`src/rtl/seq_mult_ctrl_pkg.sv`:
```
// mult_pkg: shared types and constants for the sequential shift-add multiplier.
//   state_t      - controller FSM states (IDLE, RUN, DONE)
//   N_MIN/N_MAX  - supported operand width range
package mult_pkg;

  localparam int N_MIN = 4;
  localparam int N_MAX = 32;

  typedef enum logic [1:0] {
    IDLE = 2'd0,
    RUN  = 2'd1,
    DONE = 2'd2
  } state_t;

endpackage : mult_pkg

```
`src/rtl/seq_mult_ctrl_if.sv`:
```
// seq_mult_ctrl_if: operand/result handshake bundle for seq_mult_ctrl.
//   start, signed_mode, A, B  - request side (driven by master)
//   out_ready                 - consumer accept (driven by master)
//   busy, out_valid, P        - status and product (driven by slave)
interface seq_mult_ctrl_if #(
  parameter int N = 8
);
  logic           start;
  logic           signed_mode;
  logic [N-1:0]   A;
  logic [N-1:0]   B;
  logic           busy;
  logic           out_valid;
  logic           out_ready;
  logic [2*N-1:0] P;

  modport master (
    output start, signed_mode, A, B, out_ready,
    input  busy, out_valid, P
  );

  modport slave (
    input  start, signed_mode, A, B, out_ready,
    output busy, out_valid, P
  );
endinterface : seq_mult_ctrl_if

```
`src/rtl/seq_mult_ctrl_datapath.sv`:
```
// mult_acc_datapath: shift-add datapath of the sequential multiplier.
// Holds operand magnitudes, the result sign, the 2N-bit accumulator and the
// product register.
//   clk, rst_n  - clock, async active-low reset
//   i_load      - capture operands, clear accumulator
//   i_step      - add partial product for bit i_cnt of |B|
//   i_last      - final step: load product register (sign applied)
//   i_signed    - operands are two's complement
//   i_a, i_b    - operands (sampled on i_load only)
//   i_cnt       - current multiplier bit index
//   o_p         - product register
module mult_acc_datapath #(
  parameter int N  = 8,
  parameter int CW = $clog2(N)
) (
  input  logic           clk,
  input  logic           rst_n,
  input  logic           i_load,
  input  logic           i_step,
  input  logic           i_last,
  input  logic           i_signed,
  input  logic [N-1:0]   i_a,
  input  logic [N-1:0]   i_b,
  input  logic [CW-1:0]  i_cnt,
  output logic [2*N-1:0] o_p
);

  logic [N-1:0]   r_mag_a;
  logic [N-1:0]   r_mag_b;
  logic           r_neg;
  logic [2*N-1:0] r_acc;
  logic [2*N-1:0] r_p;

  logic [N-1:0]   w_mag_a;
  logic [N-1:0]   w_mag_b;
  logic [2*N-1:0] w_addend;
  logic [2*N-1:0] w_sum;
  logic [2*N-1:0] w_final;

  // Negating -2^(N-1) in N bits wraps back to the same pattern, which read
  // as unsigned is exactly the required magnitude 2^(N-1).
  assign w_mag_a = (i_signed && i_a[N-1]) ? -i_a : i_a;
  assign w_mag_b = (i_signed && i_b[N-1]) ? -i_b : i_b;

  // Max sum is (2^N-1)^2 < 2^(2N), so the 2N-bit accumulator never overflows.
  assign w_addend = r_mag_b[i_cnt] ? ({{N{1'b0}}, r_mag_a} << i_cnt) : '0;
  assign w_sum    = r_acc + w_addend;
  assign w_final  = r_neg ? -w_sum : w_sum;

  // NOTE: every datapath register is reset, not only control state, so an
  // aborted multiply leaves no residue and P reads 0 straight after reset.
  // NOTE: sequential state uses non-blocking assignments so all registers
  // update from the same pre-edge values regardless of statement order.
  always_ff @(posedge clk or negedge rst_n) begin
    if (!rst_n) begin
      r_mag_a <= '0;
      r_mag_b <= '0;
      r_neg   <= 1'b0;
      r_acc   <= '0;
      r_p     <= '0;
    end else begin
      if (i_load) begin
        r_mag_a <= w_mag_a;
        r_mag_b <= w_mag_b;
        r_neg   <= i_signed & (i_a[N-1] ^ i_b[N-1]);
        r_acc   <= '0;
      end else if (i_step) begin
        r_acc <= w_sum;
      end
      if (i_last) begin
        r_p <= w_final;
      end
    end
  end

  assign o_p = r_p;

endmodule : mult_acc_datapath

```
`src/rtl/seq_mult_ctrl.sv`:
```
// seq_mult_ctrl: sequential signed/unsigned N x N multiplier, one multiplier
// bit per clock, with a valid/ready result handshake.
//   clk    - clock, rising edge
//   rst_n  - async active-low reset
//   bus    - slave side of seq_mult_ctrl_if (start, signed_mode, A, B,
//            out_ready in; busy, out_valid, P out)
// A result appears exactly N edges after the accept edge and is held until
// consumed; a new request may be accepted on the consuming edge.
module seq_mult_ctrl
  import mult_pkg::*;
#(
  parameter int N  = 8,
  parameter int CW = $clog2(N)
) (
  input  logic            clk,
  input  logic            rst_n,
  seq_mult_ctrl_if.slave  bus
);

  if ((N < N_MIN) || (N > N_MAX)) begin : g_bad_width
    $error("seq_mult_ctrl: operand width N out of supported range");
  end

  state_t        r_state;
  state_t        w_state_nxt;
  logic [CW-1:0] r_cnt;
  logic          w_load;
  logic          w_step;
  logic          w_last;

  always_ff @(posedge clk or negedge rst_n) begin
    if (!rst_n) r_state <= IDLE;
    else        r_state <= w_state_nxt;
  end

  // NOTE: every output of this block gets a default first, so no path can
  // leave a signal unassigned and infer a latch.
  always_comb begin
    w_state_nxt = r_state;
    w_load      = 1'b0;
    w_step      = 1'b0;
    w_last      = 1'b0;
    unique case (r_state)
      IDLE: begin
        if (bus.start) begin
          w_load      = 1'b1;
          w_state_nxt = RUN;
        end
      end
      RUN: begin
        w_step = 1'b1;
        if (r_cnt == CW'(N - 1)) begin
          w_last      = 1'b1;
          w_state_nxt = DONE;
        end
      end
      DONE: begin
        // start only counts on the edge that also consumes the result.
        if (bus.out_ready) begin
          if (bus.start) begin
            w_load      = 1'b1;
            w_state_nxt = RUN;
          end else begin
            w_state_nxt = IDLE;
          end
        end
      end
      default: w_state_nxt = IDLE;
    endcase
  end

  always_ff @(posedge clk or negedge rst_n) begin
    if (!rst_n)      r_cnt <= '0;
    else if (w_load) r_cnt <= '0;
    else if (w_step) r_cnt <= r_cnt + CW'(1);
  end

  mult_acc_datapath #(
    .N  (N),
    .CW (CW)
  ) u_datapath (
    .clk      (clk),
    .rst_n    (rst_n),
    .i_load   (w_load),
    .i_step   (w_step),
    .i_last   (w_last),
    .i_signed (bus.signed_mode),
    .i_a      (bus.A),
    .i_b      (bus.B),
    .i_cnt    (r_cnt),
    .o_p      (bus.P)
  );

  assign bus.busy      = (r_state == RUN);
  assign bus.out_valid = (r_state == DONE);

endmodule : seq_mult_ctrl

```
`src/flat_wrapper.sv`:
```
// flat-port wrapper written by rule: the top's interface ports become plain ports
module seq_mult_ctrl_flat import mult_pkg::*;
#(
  parameter int N  = 8,
  parameter int CW = $clog2(N)
)
  (clk, rst_n, bus_start, bus_signed_mode, bus_A, bus_B, bus_out_ready, bus_busy, bus_out_valid, bus_P);
  seq_mult_ctrl_if #(.N(N)) bus_i ();
  input  logic clk;
  input  logic rst_n;
  input wire logic [$bits(bus_i.start)-1:0] bus_start;
  input wire logic [$bits(bus_i.signed_mode)-1:0] bus_signed_mode;
  input wire logic [$bits(bus_i.A)-1:0] bus_A;
  input wire logic [$bits(bus_i.B)-1:0] bus_B;
  input wire logic [$bits(bus_i.out_ready)-1:0] bus_out_ready;
  output wire logic [$bits(bus_i.busy)-1:0] bus_busy;
  output wire logic [$bits(bus_i.out_valid)-1:0] bus_out_valid;
  output wire logic [$bits(bus_i.P)-1:0] bus_P;
  assign bus_i.start = bus_start;
  assign bus_i.signed_mode = bus_signed_mode;
  assign bus_i.A = bus_A;
  assign bus_i.B = bus_B;
  assign bus_i.out_ready = bus_out_ready;
  assign bus_busy = bus_i.busy;
  assign bus_out_valid = bus_i.out_valid;
  assign bus_P = bus_i.P;
  seq_mult_ctrl #(.N(N), .CW(CW)) u_core (.clk(clk), .rst_n(rst_n), .bus(bus_i));
endmodule
```
`config.mk`:
```
export PLATFORM = sky130hd
export DESIGN_NAME = seq_mult_ctrl_flat
export DESIGN_NICKNAME = d
export VERILOG_FILES = /design/src/rtl/seq_mult_ctrl_pkg.sv /design/src/rtl/seq_mult_ctrl_if.sv /design/src/rtl/seq_mult_ctrl_datapath.sv /design/src/rtl/seq_mult_ctrl.sv /design/src/flat_wrapper.sv
export SDC_FILE = /design/constraint.sdc
export NUM_CORES = 1
export LEC_CHECK = 0
export BUFFER_PORTS_ARGS = -buffer_cell sky130_fd_sc_hd__buf_2
export CAP_MARGIN = 20
export CELL_PAD_IN_SITES_DETAIL_PLACEMENT = 1
export CELL_PAD_IN_SITES_GLOBAL_PLACEMENT = 2
export CORE_ASPECT_RATIO = 1.4
export CORE_MARGIN = 3
export CORE_UTILIZATION = 37
export DETAILED_ROUTE_END_ITERATION = 16
export GPL_TIMING_DRIVEN = 0
export PLACE_DENSITY_LB_ADDON = 0.1
export SLEW_MARGIN = 20
export SYNTH_ARGS = -nofsm -noshare
export SYNTH_HDL_FRONTEND = slang
export SYNTH_HIERARCHICAL = 1
export SYNTH_SLANG_ARGS = --single-unit
```
`constraint.sdc`:
```
create_clock -name clk -period 4.9 [get_ports clk]
set_input_delay 0.245 -clock clk [delete_from_list [all_inputs] [get_ports clk]]
set_output_delay 0.245 -clock clk [all_outputs]
set_load 0.01 [all_outputs]
```
======== After elaboration in Yosys (flattened, before gate mapping) ========
Index checks and enable logic that the tools add are counted.
word-level totals
  flip-flop bits (word level) ............. 54
  input port bits ......................... 21
  logic and storage cells ................. 48
operators by class
  $add $sub $neg .......................... 5
  $lt $le $gt $ge ......................... 1
  equal/unequal tests ..................... 6
  shift operators ......................... 1
  mux-type cells .......................... 21
  bitwise operators ....................... 2
  reductions and logical operators ........ 5
operator list
  cell                                                                    number
  16-bit 2-to-1 mux                                                       4
  16-bit adder                                                            1
  8-bit 2-to-1 mux                                                        2
  16-bit negator                                                          1
  8-bit negator                                                           2
  8-bit by 3-bit << shifter with 16-bit output                            1
  1-bit 2-to-1 mux                                                        7
  2-bit 2-to-1 mux                                                        3
  3-bit 2-to-1 mux                                                        2
  2-bit one-hot mux with 3 select lines                                   1
  3-bit by 4-bit < comparator with 1-bit output (second input constant)   1
  2-bit != test (second input constant)                                   2
  3-bit by 1-bit adder with 3-bit output (second input constant)          1
  1-bit binary-select mux with 3-bit select                               1
  3-bit equality test (second input constant)                             1
  3-bit AND reduction                                                     1
  2-bit by 1-bit equality test with 1-bit output (second input constant)  1
  2-bit equality test (second input constant)                             1
  1-bit logical AND                                                       2
  2-bit zero test                                                         1
  2-bit by 1-bit != test with 1-bit output (second input constant)        1
  1-bit one-hot mux with 2 select lines                                   1
  2-bit nonzero test                                                      1
  1-bit bitwise AND                                                       1
  1-bit bitwise XOR                                                       1

======== Logic depth before layout (Yosys ltp) ========
  depth in word-level cells ............... 6
  gate-level depth with buffers ........... 18
  depth with buffers taken out ............ 16

======== Cells and area by module ========
The synthesis kept the hierarchy.
modules (own cells, without submodules)
  module             times used  cells an instance  area an instance (µm²)  seq. area each (µm²)
  mult_acc_datapath  1           408                3,514.6                 1,226.2
  seq_mult_ctrl      1           24                 272.8                   125.1

======== Least setup slack after synthesis ========
OpenSTA, ideal clock, no wires.
  kind .................................... register to register
  from .................................... register u_core.r_cnt[0]
  to ...................................... register u_core.u_datapath.r_p[15] (netlist: u_core/u_datapath/o_p[15])
  setup time .............................. 0.137 ns
  data arrival time ....................... 3.946 ns
  data required time ...................... 4.763 ns
  path slack .............................. 0.817 ns
  stages on the path, launching flop included .. 17
  buffers on the path ..................... 2
  period minus slack after synthesis ...... 4.083 ns
  path through ............................ dfrtp_1 > clkbuf_1 > mux4_2 > nand2_1 > and2_1 > clkbuf_1 > nor2_1 > ha_1 > a21o_1 > a31o_2 > or3_1 > a21o_1 > nor4_4 > nand4b_1 > o31ai_2 > xor2_1 > a21oi_1
on the way
  word-level cells in the longest chain between the ends .. 6
RTL lines
  element                                    RTL line                      RTL
  start: declaration                         seq_mult_ctrl.sv:26           logic [CW-1:0] r_cnt;
  start signal: assignment                   seq_mult_ctrl.sv:75           else if (w_step) r_cnt <= r_cnt + CW'(1);
  1-bit binary-select mux with 3-bit select  seq_mult_ctrl_datapath.sv:46  assign w_addend = r_mag_b[i_cnt] ? ({{N{1'b0}}, r_mag_a} << i_cnt) : '0;
  1-bit 2-to-1 mux (not written as such)     seq_mult_ctrl_datapath.sv:46
  16-bit 2-to-1 mux                          seq_mult_ctrl_datapath.sv:46
  16-bit adder                               seq_mult_ctrl_datapath.sv:47  assign w_sum = r_acc + w_addend;
  16-bit negator                             seq_mult_ctrl_datapath.sv:48  assign w_final = r_neg ? -w_sum : w_sum;
  16-bit 2-to-1 mux                          seq_mult_ctrl_datapath.sv:48
  end signal: assignment                     seq_mult_ctrl_datapath.sv:71  r_p <= w_final;
  end: declaration                           seq_mult_ctrl_datapath.sv:32  logic [2*N-1:0] r_p;
Several ways; a longest one is shown, not always the timed one. The select of a mux whose other input is x is not followed.
A chain may end at the register's enable or synchronous reset.

======== Final worst setup path ========
Same ends and word-level chain as after synthesis.

==> metrics.cfg <==
[synth]
async_reset_ff_frac=1.00
synth_cells=432
syn_avg_cell_area_um2=8.77
synth_area_leader_cell=dfrtp_1
synth_top_area_share=0.357
synth-edff-count=0
synth_flop_cell=dfrtp_1
seq_area_frac_synth=0.357
yosys-top-cells-area=dfrtp_1, nor2_1, ha_1
synth_cell_types=54
synth_fp_nets=474
netlist_area_um2=3790
ys_warn_count=6
ys_seq_elements=54

[setup_path]
critPathMaxStageDelay_ns=0.55
r2r_slack_ns=0.44
crit_fanout=7
reg2reg_to=u_core/u_datapath/o_p[15]$_DFFE_PN0P_
worstSetupEndpointType=flop
path_cells=buf_2 -> mux4_2 -> nand2_1 -> and2_1 -> nor2_1 -> ha_1 -> a21o_1 -> a221oi_4 -> xnor2_1 -> a21o_1 -> nor4_4 -> nand4b_1 -> o31ai_2 -> xor2_1 -> a21oi_1
cpMostUsedCell=a21o_1
crit_required_ns=5.07
path_class=flop to flop
critPathArrivalTime_ns=4.63
startpoint_type=flop
crit_buf_inv=1
r2r_cells=15
regToRegStartpoint=u_core/r_cnt[0]$_DFFE_PN0P_
critPathTopFamily=compound AO/OA/AOI/OAI gates
cp_slowest_cell=mux4_2

[place]
gp_congestion=0.860
dp_hpwl_um=8170
dp_cells=604
port_buffers=37

[routing]
routedWlPerCell_um=16.8
drt_iter0_markers=87
finalWirelength_um=10200
via_per_inst=5.29
drtPass1Iterations=4
via_count=3235
ant_nets=0
drcViolationCount=0

[cts]
cts_tree=done
cts_resized=0
clock_latency_ns=0.30
htreeDepth=2
cts_buffers=5
hold_buffers=0
postCtsSetupRepairBufs=0
clock_tree.root_cell=clkbuf_16
cts_buffer_depth=2
cts_sinks=54
clk_pin_slew_ns=0.08

[timing]
setup_violations=0
period_needed_ns=4.46
rsz0062_at_grt=false
relSlewSlack=0.497
min_period_over_period=0.910
tightestPinTransition_ns=0.755
fin_tns_setup_ns=0
maxClockFrequency_mhz=224
skew_ns=0.00649
hold_viol_final=1
slew_viol_final=0
hold_slack_ns=-0.00236

[global_route]
grt_pass1_wl_um=16900
grt_use_total=0.183
antenna_found_initial=0
grt_pass1_vias=3496
gr-total-overflow=0
grt_max_degree=55

[job]
drv_cap=0

[floorplan]
core-area_um2=9950
initial_core_util=0.381
die_x_um=91.5
dieArea_um2=11500
num_io_pins=39
rows=43
fp.dieH_um=126

[outcome]
outcome=finished with violations
violations=hold timing

[final_layout]
mostFrequentLayoutCells=nor2_1, dfrtp_1, a21oi_1, buf_2, mux2i_1
final_common_cell=nor2_1
drive_above_1_share=0.141
nNetsFinal=517
diodes=0
layout.area.seq_um2=1350
area_growth_pct=14.1
multiInputGateArea_um2=2300
instances_no_fill=611
fill_cells=1187

[min_path]
hp-class=primary input to asynchronous set/reset pin

==> per-stage QoR <==
| step | setup slack (ns) | utilization | area, um2 |
|---|---|---|---|
| after floorplan | 0.817 | - | 3790 |
| after global placement | 0.0988 | 0.416 | 4140 |
| after detailed placement | 0.0602 | 0.416 | 4140 |
| after CTS | 0.0444 | 0.434 | 4320 |
| after global routing | 0.120 | 0.434 | 4320 |
| final | 0.441 | 0.434 | 4320 |
==> cells by family (layout without fill, tap and decap cells) <==
family                     after synthesis  count (layout)  share of synthesized area
AOI/OAI and AO/OA                      102             102                      0.170
xor gates and xnor gates                34              34                     0.0786
adders and majority gates               21              21                     0.0714
buffers and inverters                   36              80                     0.0367
DFF                                     54              54                      0.357
muxes                                   34              34                     0.0994
and+or+nand+nor                        151             151                      0.187
==> flip-flops by register name (all words and copies together) (netlist names) <==
register and cells:
u_core/u_datapath/r_acc 16, u_core/r_state 2, u_core/u_datapath/r_mag_b 8, u_core/u_datapath/o_p 16
u_core/u_datapath/r_neg 1, u_core/u_datapath/r_mag_a 8, u_core/r_cnt 3
==> synth_stat cells, drive strengths merged, types with 5 or more instances <==
| master | instances |
|---|---|
| xnor2 | 15 |
| ha | 20 |
| a21oi | 43 |
| xor2 | 19 |
| nor3 | 6 |
| or3 | 11 |
| mux2 | 9 |
| mux2i | 23 |
| dfrtp | 54 |
| nor2 | 74 |
| and3 | 5 |
| clkbuf | 18 |
| nand2 | 22 |
| o21ai | 25 |
| nand3 | 11 |
| nor2b | 6 |
| a21o | 6 |
| inv | 16 |
==> worst register-to-register path, stage by stage, from the launching register on <==
cell and delay [ns]:
dfrtp_1 0.42, buf_2 0.26, mux4_2 0.55, nand2_1 0.16
and2_1 0.29, nor2_1 0.09, ha_1 0.35, a21o_1 0.27
a221oi_4 0.42, xnor2_1 0.24, a21o_1 0.28, nor4_4 0.29
nand4b_1 0.18, o31ai_2 0.23, xor2_1 0.22, a21oi_1 0.09
==> area by class of cell <==
| type | instances | share of cell area |
|---|---|---|
| buffer | 19 | 0.0180 |
| tap | 135 | 0.0391 |
| clock inverter | 2 | 0.00898 |
| sequential | 54 | 0.313 |
| timing repair buffer | 37 | 0.0434 |
| inverter | 16 | 0.0139 |
| clock buffer | 6 | 0.0321 |
| multi-input combinational | 342 | 0.532 |
==> worst max-delay path by stage <==
stage | start | to | slack [ns] | depth (start not counted)
after floorplan | u_core/r_cnt[0]$_DFFE_PN0P_ | u_core/u_datapath/o_p[15]$_DFFE_PN0P_ | 0.82 | 16
after global placement | u_core/r_cnt[0]$_DFFE_PN0P_ | u_core/u_datapath/o_p[15]$_DFFE_PN0P_ | 0.1 | 16
after detailed placement | u_core/r_cnt[0]$_DFFE_PN0P_ | u_core/u_datapath/o_p[15]$_DFFE_PN0P_ | 0.06 | 16
after CTS | u_core/r_cnt[0]$_DFFE_PN0P_ | u_core/u_datapath/o_p[15]$_DFFE_PN0P_ | 0.04 | 16
after global routing | u_core/r_cnt[1]$_DFFE_PN0P_ | u_core/u_datapath/o_p[15]$_DFFE_PN0P_ | 0.12 | 16
final | u_core/r_cnt[0]$_DFFE_PN0P_ | u_core/u_datapath/o_p[15]$_DFFE_PN0P_ | 0.44 | 15
==> routing by layer <==
| metal | global-route usage | wire [um] | vias to the layer above |
|---|---|---|---|
| li1 | - | - | 1602 |
| met1 | 0.193 | 4120 | 1581 |
| met2 | 0.366 | 5670 | 40 |
| met3 | 0.0185 | 200 | 12 |
| met4 | 0.0639 | 255 | 0 |
| met5 | 0 | 0 | - |
Power is left out: the tool's default activity adds up to more than one toggle a clock period on the data nets, which glitch-free logic cannot reach.
